===== src/rtl/hs_req_sender.sv =====
// hs_req_sender: initiator side of a 4-phase req/ack handshake.
// A local valid/ready word is launched as registered tx_req/tx_data toward a
// foreign clock domain. The returning tx_ack is brought in through a
// SYNC_STAGES-deep synchronizer, and only its last stage (ack_s) steers the FSM.
// Optional ack timeout is built when HS_TIMEOUT_EN is defined.
module hs_req_sender #(
    parameter int DATA_W         = 8,
    parameter int SYNC_STAGES    = 2,
    parameter int TIMEOUT_CYCLES = 1023
) (
    input  logic              clk,
    input  logic              rst_n,
    input  logic              in_valid,
    input  logic [DATA_W-1:0] in_data,
    output logic              in_ready,
    output logic              tx_req,
    output logic [DATA_W-1:0] tx_data,
    input  logic              tx_ack,
    output logic              done,
    output logic              busy,
    output logic              err
);

    // Reject configurations the synchronizer and timeout logic cannot honour
    if (SYNC_STAGES < 2 || SYNC_STAGES > 4 || TIMEOUT_CYCLES < 1) begin : g_bad_param
        $error("hs_req_sender: SYNC_STAGES must be 2..4 and TIMEOUT_CYCLES >= 1");
    end

    typedef enum logic [1:0] {IDLE, REQ_HI, REQ_LO} state_t;

    state_t                 state;
    logic [SYNC_STAGES-1:0] ack_sync;
    logic                   ack_s;

    // Synchronizer chain for the asynchronous acknowledge
    always_ff @(posedge clk or negedge rst_n) begin
        if (!rst_n) ack_sync <= '0;
        else        ack_sync <= {ack_sync[SYNC_STAGES-2:0], tx_ack};
    end

    assign ack_s = ack_sync[SYNC_STAGES-1];

    // A stale-high ack from a previous transfer must drain before a new accept
    assign in_ready = (state == IDLE) && !ack_s;
    assign busy     = (state != IDLE);

`ifdef HS_TIMEOUT_EN
    localparam int TO_W = (TIMEOUT_CYCLES < 2) ? 1 : $clog2(TIMEOUT_CYCLES + 1);

    logic [TO_W-1:0] to_cnt;
    logic            aborted;  // current transfer was abandoned; suppress done
    logic            err_r;

    assign err = err_r;
`else
    assign err = 1'b0;
`endif

    // Handshake FSM; done/err are single-cycle registered pulses
    always_ff @(posedge clk or negedge rst_n) begin
        if (!rst_n) begin
            state   <= IDLE;
            tx_req  <= 1'b0;
            tx_data <= '0;
            done    <= 1'b0;
`ifdef HS_TIMEOUT_EN
            to_cnt  <= '0;
            aborted <= 1'b0;
            err_r   <= 1'b0;
`endif
        end else begin
            done <= 1'b0;
`ifdef HS_TIMEOUT_EN
            err_r <= 1'b0;
`endif
            case (state)
                IDLE: begin
                    if (in_valid && in_ready) begin
                        tx_data <= in_data;
                        tx_req  <= 1'b1;
                        state   <= REQ_HI;
`ifdef HS_TIMEOUT_EN
                        to_cnt  <= '0;
                        aborted <= 1'b0;
`endif
                    end
                end
                REQ_HI: begin
                    // An ack arriving on the limit edge still completes normally
                    if (ack_s) begin
                        tx_req <= 1'b0;
                        state  <= REQ_LO;
                    end
`ifdef HS_TIMEOUT_EN
                    else if (to_cnt == TO_W'(TIMEOUT_CYCLES - 1)) begin
                        tx_req  <= 1'b0;
                        err_r   <= 1'b1;
                        aborted <= 1'b1;
                        state   <= REQ_LO;
                    end else begin
                        to_cnt <= to_cnt + 1'b1;
                    end
`endif
                end
                REQ_LO: begin
                    // Wait for the foreign side to release ack before closing
                    if (!ack_s) begin
                        state <= IDLE;
`ifdef HS_TIMEOUT_EN
                        done    <= !aborted;
                        aborted <= 1'b0;
`else
                        done  <= 1'b1;
`endif
                    end
                end
                default: begin
                    state  <= IDLE;
                    tx_req <= 1'b0;
                end
            endcase
        end
    end

endmodule


===== config.mk =====
export PLATFORM = sky130hd
export DESIGN_NAME = hs_req_sender
export DESIGN_NICKNAME = d
export VERILOG_FILES = /design/src/rtl/hs_req_sender.sv
export SDC_FILE = /design/constraint.sdc
export NUM_CORES = 1
export LEC_CHECK = 0
export ABC_AREA = 1
export CELL_PAD_IN_SITES_DETAIL_PLACEMENT = 1
export CELL_PAD_IN_SITES_GLOBAL_PLACEMENT = 1
export CORE_ASPECT_RATIO = 0.75
export CORE_MARGIN = 4
export CORE_UTILIZATION = 30
export DETAILED_ROUTE_END_ITERATION = 16
export GPL_TIMING_DRIVEN = 0
export PLACE_DENSITY_LB_ADDON = 0.1
export SETUP_SLACK_MARGIN = 0.3
export SYNTH_ARGS = -nofsm -noshare
export SYNTH_HDL_FRONTEND = slang
export SYNTH_SLANG_ARGS = --single-unit

===== constraint.sdc =====
create_clock -name clk -period 1.6 [get_ports clk]
set_input_delay 0.24 -clock clk [delete_from_list [all_inputs] [get_ports clk]]
set_output_delay 0.24 -clock clk [all_outputs]
set_load 0.03 [all_outputs]

---- Word level (Yosys, flattened, before mapping) ----
Index checks and enable logic that the tools add are counted.
storage, ports and cells
  register bits after elaboration ......... 14
  bits of input ports ..................... 12
  output and inout bits ................... 13
  logic and storage cells ................. 28
operators by class
  equality and inequality tests ........... 5
  muxes and demuxes ....................... 9
  bitwise operators ....................... 1
  reduce and logical (&&, ||, !) cells .... 8
operators with widths
  kind                                            count
  two-way mux 2 bit                               3
  one-hot mux 2 bit (3 select lines)              1
  AND reduction 3 bit                             2
  two-way mux 1 bit                               4
  != test 2 bit (second input constant)           2
  one-hot mux 1 bit (3 select lines)              1
  == test 2 x 1 -> 1 bit (second input constant)  1
  == test 2 bit (second input constant)           1
  logical AND 1 bit                               2
  zero test 2 bit                                 1
  != test 2 x 1 -> 1 bit (second input constant)  1
  AND reduction 2 bit                             1
  nonzero test 2 bit                              1
  zero test 1 bit                                 1
  NOT 1 bit                                       1

---- Depth between registers and ports, before layout ----
  word-level depth ........................ 5
  mapped depth ............................ 4
  gate-level depth less buffers ........... 4

---- Worst setup path before layout ----
OpenSTA, ideal clock, no wires.
  kind .................................... reg-to-output
  start ................................... reg state[1]
  end ..................................... out in_ready
  arrival ................................. 1241 ps
  data required time ...................... 1360 ps
  slack ................................... 119 ps
  cell stages (with the launch flop) ...... 4
  buffers on the path ..................... 0
  cells stage by stage .................... dfrtp_1 nor2_8 inv_1 nor2_1
between the ends
  word-level cells in the longest chain between the ends .. 2
ends and longest elaborated chain
  item                    line  source
  start, declared         31    state_t state;
  start signal, assigned  62    state <= IDLE;
  start signal, assigned  81    state <= REQ_HI;
  start signal, assigned  92    state <= REQ_LO;
  zero test 2 bit         44    assign in_ready = (state == IDLE) && !ack_s;
  logical AND 1 bit       44
  end, declared           15    output logic in_ready,
No other way between the ends.

---- Final worst setup path ----
  start ................................... reg state[0]
  end ..................................... out in_ready
The elaborated chain is that of the path after synthesis.

==> impl_metrics.py <==
metrics = {
    "power_and_ir_drop": {
        "combPwrFrac_pct": 41.5,
        "switchingPower_mw": 0.476,
        "p_per_area_mw_per_mm2": 1400,
        "swShare_pct": 40.6,
        "peakVddDrop_uv": 608,
        "intPower_mw": 0.698,
        "pwr-share-seq_pct": 42.0,
        "clockPowerShare_pct": 16.5,
        "leakagePower_nw": 0.418,
    },
    "worst_setup_path": {
        "required_ps": 1360,
        "worst-path-buf-inv": 2,
        "arrival_ps": 1110,
        "reg2reg_slack_ps": 440,
        "r2r_start": "state[0]",
        "worstRegToRegCells": 5,
        "cpPeakStageDelay_ps": 450,
        "crit_fanout": 2,
        "worst_path_max_delay_cell": "dfrtp_2",
        "cp-end-kind": "primary output",
        "cp-startpoint": "state[0]",
        "critical_path_class": "reg2out",
        "r2r_end": "tx_data[2]",
        "critPathTopFamily": "flip-flops",
        "path_cells": "nor2_8 -> inv_4 -> nor2_4 -> buf_6",
        "cp-start-kind": "register",
    },
    "clock_tree": {
        "clock_latency_ps": 270,
        "cts-root-buf": "clkbuf_4",
        "clockBufferDepth": 2,
        "cts_tree": "done",
        "cts.hold.buffers_added": 0,
        "htreeDepth": 1,
        "clkSinkCount": 14,
        "cts_buffers": 3,
        "cts.clk_slew.worst_paths_ps": 80,
    },
    "timing": {
        "hold_violations": 0,
        "rsz0062_at_grt": "true",
        "worst_pin_slew_ps": 629,
        "fmax_mhz": 739,
        "timing.slew.headroom_pct": 57.9,
        "clock_skew_ps": 0.339,
        "fin_setup_tns_ps": 0,
        "final.min_clock_period_ps": 1350,
        "drv_slew": 0,
        "min_period_over_period_pct": 84.6,
        "setup_slack_ps": 247,
        "finalSetupViolCount": 0,
    },
    "drt": {
        "ant_nets": 0,
        "drc": 0,
        "routed-via-count": 491,
        "firstDrtPassIters": 4,
        "drt_wl_total_um": 1370,
        "via_per_inst": 4.68,
        "first_iter_violations": 10,
        "wl_per_cell_um": 13.0,
    },
    "global_route": {
        "use_met1_pct": 16.4,
        "grt_pass1_vias": 505,
        "overflow": 0,
        "grt.busiest_layer": "met2",
        "use_met3_pct": 5.95,
        "antenna_found_initial": 0,
        "grtUsageTotal_pct": 12.2,
        "grt_max_degree": 15,
        "grtUsageMet2_pct": 17.1,
        "grt_pass1_wl_um": 2340,
    },
    "flow_run": {
        "max_cap_viol_count": 0,
    },
    "cells_and_area": {
        "antenna_cells": 0,
        "drive_above_1_share_pct": 25.3,
        "finalNetCount": 97,
        "areaGrowthSynthToFinish_pct": 48.3,
    },
    "floorplanning": {
        "die_h_um": 45.6,
        "dieArea_mm2": 0.00266,
        "die_w_um": 58.2,
        "initial_core_util_pct": 32.3,
        "core_mm2": 0.00176,
        "ios": 25,
        "rows": 13,
    },
    "yosys": {
        "ys_warn_count": 0,
        "postSynthAreaPerCell_um2": 10.1,
        "ys_types": 13,
        "synthTopCellsByArea": "dfrtp_1 (62%), nand2_1 (13%), nand4_1 (8.8%)",
        "netlist_instances": 56,
        "async_flop_share_pct": 100,
        "ys_seq_area_share_pct": 61.8,
        "ys_top_cells_by_count": "nand2_1 (20), dfrtp_1 (14), nand4_1 (8)",
        "syn_nets": 68,
        "synth_top_area_share_pct": 61.8,
        "yosysMostFrequentCell": "nand2_1",
        "ys_ff_latch": 14,
        "syn_area_um2": 567,
        "synthFlopType": "dfrtp_1",
        "synth_edf_count": 0,
        "yosys.area.top_type": "dfrtp_1",
    },
    "place": {
        "dp_hpwl_um": 1010,
        "io_buffers": 22,
        "place.gp.congestion": 0.656,
        "pre_cts_slack_ps": -172,
    },
    "worst_hold_path": {
        "min_from": "in_valid",
        "holdPathEnd": "tx_data[4]",
        "hp-class": "in2reg",
        "hold_depth": 3,
    },
    "outcome": {
        "status": "finished clean",
    },
}
worst min-delay path, cell delays in order:
cell and delay [ps]:
buf_2 170, nand4_1 110, nand2_1 50
layout make-up:
type                            instances  area (µm²)
Fill cell                             219         916
Sequential cell                        14         353
Timing Repair Buffer                   24         211
Multi-Input combinational cell         36         196
Tap cell                               22        27.5
Clock buffer                            3        22.5
Inverter                                4        17.5
Buffer                                  2        12.5
cells in the final DEF (no fill, tap or decap), drive strengths merged:
cell type      instances
dlygate4sd2            1
nand2                 20
clkdlybuf4s15          4
conb                   1
clkdlybuf4s50         10
nor2                   3
nand3                  1
nand4                  8
o21ai                  2
clkbuf                 8
dfrtp                 14
buf                    6
inv                    4
a21oi                  1
layer usage:
metal,part of all wire [%],vias up
met5,0,-
met4,0.88,0
met3,9.7,2
met2,43,22
met1,46,229
li1,-,238
worst max-delay path by stage:
| stage | end | depth (start not counted) |
|---|---|---|
| 2_1_floorplan | in_ready | 3 |
| 4_1_cts | in_ready | 4 |
| 3_5_place_dp | in_ready | 4 |
| 6_report | in_ready | 4 |
| 3_3_place_gp | in_ready | 4 |
| 5_1_grt | in_ready | 4 |
sequential cells by signal (all words and copies together) (netlist names):
register	flops
tx_data	8
ack_sync	2
state	2
done	1
tx_req	1
per-stage QoR:
stage	hold slack (ps)	power, mW	std cells	cell area, µm²	util (%)
after CTS	315	1.19	105	852	48.5
after global placement	334	1.01	100	822	46.8
after global routing	323	1.26	105	841	47.9
final	322	1.17	105	841	47.9
after detailed placement	339	1.02	100	822	46.8
after floorplan	-55.6	0.785	56	574	-
repair_timing:
action                                  in CTS  in global routing
resized for setup                           23                 20
pin swaps                                    1                  0
buffers inserted                             2                  0
endpoints found under the setup margin      12                 11
power groups by stage:
stage | combinational (mW) | clock, mW | sequential, mW
6_report | 0.487 | 0.194 | 0.493
5_1_grt | 0.526 | 0.230 | 0.507
4_1_cts | 0.494 | 0.204 | 0.492
3_3_place_gp | 0.511 | 0 | 0.499
2_1_floorplan | 0.144 | 0 | 0.641
3_5_place_dp | 0.522 | 0 | 0.500
cell families (layout without fill, tap and decap cells):
group,after synthesis,in the layout,share of synthesized area [%]
other cells,1,1,0.662
buf+inv,6,33,4.86
flops,14,14,61.8
simple gates,32,32,30.0
compound gates,3,3,2.65
Power figures use the tool's default switching activity.
